File: src/rtl/mem_access_unit.sv
// MAR/MDR/IR holder with a wait-stated read/write handshake to a synchronous RAM.
// Optional MAU_AUTO_INC_EN: MAR post-increments when an access completes.
module mem_access_unit #(
    parameter int unsigned DATA_WIDTH   = 8,
    parameter int unsigned ADDR_WIDTH   = 8,
    parameter int unsigned OPCODE_WIDTH = 5,
    parameter int unsigned WAIT_STATES  = 2
) (
    input  logic                    clk,
    input  logic                    rst,
    input  logic                    mar_sclr,
    input  logic                    ir_sclr,
    input  logic                    mar_en,
    input  logic [DATA_WIDTH-1:0]   busC,
    input  logic [DATA_WIDTH-1:0]   bus_alu,
    input  logic                    mdr_alu_n,
    input  logic                    mdr_en,
    input  logic                    start,
    input  logic                    wr_rdn,
    input  logic                    ir_en,
    input  logic [DATA_WIDTH-1:0]   mem_rdata,
    output logic [ADDR_WIDTH-1:0]   mem_addr,
    output logic [DATA_WIDTH-1:0]   mem_wdata,
    output logic                    mem_we,
    output logic                    mem_re,
    output logic [ADDR_WIDTH-1:0]   mar,
    output logic [DATA_WIDTH-1:0]   mdr,
    output logic [OPCODE_WIDTH-1:0] instruction,
    output logic                    busy,
    output logic                    done,
    output logic                    overrun
);

    localparam int unsigned CNT_W = 4;

    localparam logic [1:0] IDLE     = 2'd0;
    localparam logic [1:0] ACCESS   = 2'd1;
    localparam logic [1:0] COMPLETE = 2'd2;

`ifdef MAU_AUTO_INC_EN
    localparam bit AUTO_INC = 1'b1;
`else
    localparam bit AUTO_INC = 1'b0;
`endif

    logic [1:0]            state, state_nxt;
    logic [CNT_W-1:0]      cnt, cnt_nxt;
    logic                  op_wr, op_wr_nxt;
    logic                  op_ir, op_ir_nxt;
    logic                  capture;
    logic                  rd_capture;
    logic                  in_busy;
    logic                  ir_wr_pending;
    logic [DATA_WIDTH-1:0] ir;
    logic [ADDR_WIDTH-1:0] mar_nxt;
    logic [DATA_WIDTH-1:0] mdr_nxt;
    logic [DATA_WIDTH-1:0] ir_nxt;
    logic                  unused_busc;

    // Only the low address bits of busC reach MAR.
    assign unused_busc = ^busC;

    assign mem_addr    = mar;
    assign mem_wdata   = mdr;
    assign instruction = ir[DATA_WIDTH-1 -: OPCODE_WIDTH];

    // Next-state, counter and op latching.
    always_comb begin
        state_nxt = state;
        cnt_nxt   = cnt;
        op_wr_nxt = op_wr;
        op_ir_nxt = op_ir;
        capture   = 1'b0;
        case (state)
            IDLE: begin
                if (start) begin
                    state_nxt = ACCESS;
                    cnt_nxt   = CNT_W'(WAIT_STATES);
                    op_wr_nxt = wr_rdn;
                    op_ir_nxt = ir_en;
                end
            end
            ACCESS: begin
                if (cnt == '0) begin
                    state_nxt = COMPLETE;
                    capture   = 1'b1;
                end else begin
                    cnt_nxt = cnt - CNT_W'(1);
                end
            end
            COMPLETE: begin
                if (start) begin
                    state_nxt = ACCESS;
                    cnt_nxt   = CNT_W'(WAIT_STATES);
                    op_wr_nxt = wr_rdn;
                    op_ir_nxt = ir_en;
                end else begin
                    state_nxt = IDLE;
                end
            end
            default: state_nxt = IDLE;
        endcase
    end

    assign in_busy       = (state != IDLE);
    assign rd_capture    = capture && !op_wr;
    assign ir_wr_pending = (state == ACCESS) && !op_wr && op_ir;

    // Datapath register updates; address and write data frozen while busy.
    always_comb begin
        mar_nxt = mar;
        mdr_nxt = mdr;
        ir_nxt  = ir;
        if (!in_busy) begin
            if (mar_sclr)    mar_nxt = '0;
            else if (mar_en) mar_nxt = busC[ADDR_WIDTH-1:0];
        end else if (capture && AUTO_INC) begin
            mar_nxt = mar + ADDR_WIDTH'(1);
        end
        if (rd_capture && mdr_alu_n)                mdr_nxt = mem_rdata;
        else if (!in_busy && mdr_en && !mdr_alu_n)  mdr_nxt = bus_alu;
        if (ir_sclr && !(in_busy && ir_wr_pending)) ir_nxt = '0;
        else if (rd_capture && op_ir)               ir_nxt = mem_rdata;
    end

    always_ff @(posedge clk or posedge rst) begin
        if (rst) begin
            state   <= IDLE;
            cnt     <= '0;
            op_wr   <= 1'b0;
            op_ir   <= 1'b0;
            mar     <= '0;
            mdr     <= '0;
            ir      <= '0;
            mem_we  <= 1'b0;
            mem_re  <= 1'b0;
            busy    <= 1'b0;
            done    <= 1'b0;
            overrun <= 1'b0;
        end else begin
            state   <= state_nxt;
            cnt     <= cnt_nxt;
            op_wr   <= op_wr_nxt;
            op_ir   <= op_ir_nxt;
            mar     <= mar_nxt;
            mdr     <= mdr_nxt;
            ir      <= ir_nxt;
            mem_we  <= (state_nxt == ACCESS) && op_wr_nxt;
            mem_re  <= (state_nxt == ACCESS) && !op_wr_nxt;
            busy    <= (state_nxt != IDLE);
            done    <= (state_nxt == COMPLETE);
            overrun <= overrun | ((state == ACCESS) && start);
        end
    end

endmodule

File: config.mk
export PLATFORM = sky130hd
export DESIGN_NAME = mem_access_unit
export DESIGN_NICKNAME = d
export VERILOG_FILES = /design/src/rtl/mem_access_unit.sv
export SDC_FILE = /design/constraint.sdc
export NUM_CORES = 1
export LEC_CHECK = 0
export ABC_AREA = 1
export BUFFER_PORTS_ARGS = -buffer_cell sky130_fd_sc_hd__buf_4
export CAP_MARGIN = 25
export CORE_MARGIN = 5
export CORE_UTILIZATION = 27
export DETAILED_ROUTE_END_ITERATION = 10
export GPL_ROUTABILITY_DRIVEN = 1
export SYNTH_ARGS = -nofsm -noshare
export SYNTH_HDL_FRONTEND = slang
export SYNTH_SLANG_ARGS = --single-unit
File: constraint.sdc
create_clock -name clk -period 1.2 [get_ports clk]
set_input_delay 0.24 -clock clk [delete_from_list [all_inputs] [get_ports clk]]
set_output_delay 0.24 -clock clk [all_outputs]
set_load 0.005 [all_outputs]
==> results_dict.tcl <==
set metrics [dict create \
    yosys.area_share.simple 0.3098 \
    synth_top_family_by_area "simple AND/OR/NAND/NOR gates" \
    cts_buffers 5 \
    fin_hold_ws_ns 0.1685 \
    clk_latency_ns 0.29 \
    drive_gt1_frac 0.6151 \
    crit_path_start_kind "flop" \
    tritoncts "built" \
    antenna_found_initial 0 \
    path_cells "inv_2 > ha_4 > nand2_4 > nor2_4 > nand3b_1 > nand3_1 > nand2_1" \
    vias 1541 \
    syn_area_per_cell_um2 9.257 \
    irDropWorstVdd_uv 1024 \
    cp.arrival_ns 1.47 \
    viasPerCell 4.532 \
    synth_top_cell_area_share 0.5163 \
    end_kind "flop" \
    rows 28 \
    h-tree-depth 2 \
    ios 76 \
    wl_met1_mm 1.822 \
    cts.sinks 34 \
    slew_viol_final 0 \
    place_congestion 0.7583 \
    fin_nets 299 \
    start_util 0.2783 \
    wl_met3_um 459 \
    synth_top_area_cell "dfrtp_1" \
    setup_viol 27 \
    coreArea_um2 5921 \
    routed.top_layer "met4" \
    cts.clk_slew.worst_paths_ns 0.07 \
    avgRoutedWirePerCell_um 13.69 \
    path_delay_family "simple AND/OR/NAND/NOR gates" \
    period_share 1.075 \
    clock_skew_ns 0.006825 \
    synth_cell_types 24 \
    period_needed_ns 1.290 \
    die_w_um 88.12 \
    grt_max_degree 35 \
    maxCapViolations 0 \
    grt_pass1_wl_mm 7.334 \
    synth_compound_area_frac 0.05467 \
    wl_mm 4.656 \
    drt_first_iter_violations 63 \
    ant_nets 0 \
    synthMuxAreaShare 0.006834 \
    violations "setup timing" \
    wl_met2_mm 2.314 \
    status "complete, but fails checks" \
    yosys_warnings 0 \
    drc 0 \
    finalHoldViolations 0 \
    hold_class "input port to flop" \
    crit_slowest_cell "dfrtp_1" \
    setup_slack_ns -0.09021 \
    clk_path_buf_depth 2 \
    syn-instance-count 178 \
    syn_nets 213 \
    max_stage_delay_ns 0.40 \
    worst_slew_pin_slew_ns 0.6076 \
    synth_seq_cells 34 \
    drtPass1Iterations 4 \
    dpl.hpwl_mm 3.467 \
    fp.dieArea_um2 7765 \
    synthAdderAreaFrac 0.007593 \
    synth-xor-area-share 0 \
    cts-root-buf "clkbuf_8" \
    grt_usage 0.1219 \
    grt-ovfl-total 0 \
    cp.required_ns 1.38 \
    power.leakage_nw 1.357 \
    worstSetupPathType "flop to flop" \
    clock.fmax_ghz 0.7751 \
    p_per_area_nw_per_um2 2383 \
    synth_area_leaders "dfrtp_1 52%, nand3_1 12%, nand2_1 8.2%, buf_4 7.3%, o21ai_0 2.7%" \
    syn-cell-area_um2 1648 \
    critPathMaxFanout 5 \
    grt_pass1_vias 1508 \
    rsz0062_at_grt "true" \
    diodes 0 \
    slew-limit-headroom 0.5934 \
    die_h_um 88.12 \
    syn_to_final_growth_pct 63.02 \
    ys_seq_area_frac 0.5163 \
    fin_util 0.4537 \
    cp_num_buf_inv 1 \
    port_buffers 75 \
]
==> cell type report <==
type	count	area [µm²]
Timing Repair Buffer	94	725.7
Inverter	14	65.06
Fill cell	577	3234
Multi-Input combinational cell	115	840.8
Sequential cell	34	852.1
Clock inverter	3	40.04
Tap cell	75	93.84
Clock buffer	5	68.82
==> layout by cell type, fill, tap and decap left out, types with 3 or more instances in the layout <==
cell type,n
o21ai_0,8
nor2_2,5
dfrtp_1,33
clkbuf_8,5
nor2_4,4
nand2_1,31
inv_4,3
nand2_4,5
nand3_2,24
inv_1,7
buf_4,89
inv_2,3
nand3_1,16
nand2_2,3
==> per-stage QoR <==
step	setup WS, ns	instance area, µm²	setup TNS, ns	power [mW]	std cells
final	-0.09021	2686	-1.184	6.400	340
after global routing	-0.1578	2686	-3.109	6.874	340
after CTS	-0.07075	2539	-0.5149	6.030	339
after detailed placement	-0.1138	2332	-1.750	4.787	327
after global placement	-0.08609	2332	-1.467	4.734	327
after floorplan	0.003720	1670	0	3.514	178
==> worst paths after layout <==
path	start	end	slack [ns]	cells past startpoint
max reg2reg	cnt[1]	ir[4]	-0.09	7
min reg2reg	overrun	overrun	0.49	1
min in group asynchronous	rst	mdr[5]	0.56	4
min	bus_alu[5]	mdr[5]	0.17	3
max	cnt[1]	ir[4]	-0.09	7
max in group asynchronous	rst	state[0]	0.44	4
==> cell usage after synthesis <==
| cell | n |
|---|---|
| nand4_1 | 1 |
| ha_1 | 1 |
| nand2_1 | 36 |
| a21oi_1 | 2 |
| o21ai_2 | 2 |
| and2_1 | 1 |
| inv_2 | 3 |
| nor2_2 | 2 |
| nand2_4 | 3 |
| nor2_4 | 2 |
| a21oi_2 | 1 |
| o21ai_0 | 9 |
| nand3_1 | 40 |
| nand3_2 | 2 |
| nand3b_1 | 1 |
| nor3_4 | 1 |
| inv_1 | 11 |
| nor2_1 | 6 |
| buf_4 | 16 |
| a31o_2 | 1 |
| nand4_4 | 1 |
| dfrtp_1 | 34 |
| mux2_2 | 1 |
| nand2_2 | 1 |
==> kinds of logic after synthesis <==
| logic type | after synthesis |
|---|---|
| simple gates | 97 |
| flops | 34 |
| buf+inv | 30 |
| compound gates | 15 |
| mux | 1 |
| fa+ha+maj | 1 |
==> sequential cells by signal, summed over array words and instances (netlist names) <==
name	cells
op_wr	1
mem_we	1
mdr	8
overrun	1
ir	5
busy	1
mem_re	1
state	2
cnt	4
mar	8
done	1
op_ir	1
==> layer usage <==
layer,up-vias,GRT usage
met1,726,0.1488
met5,-,0
met2,56,0.1973
met4,0,0.03984
li1,752,-
met3,7,0.04892
==> where the power goes <==
part | internal (mW) | switching (mW)
logic | 1.75 | 1.66
registers | 1.60 | 0.360
clock network | 0.611 | 0.416
==> tightest hold or removal path, stage by stage <==
cell	delay, ns
buf_4	0.08
nand2_1	0.04
nand3_1	0.06
==> timing repair <==
item,4_1_cts,5_1_grt
resized for setup,16,37
pin swaps,6,11
hold buffers,1,0
gates cloned,1,1
endpoints found under the setup margin,27,28
setup buffers,2,1
endpoints found under the hold margin,11,0
(Power assumes the default switching activity.)
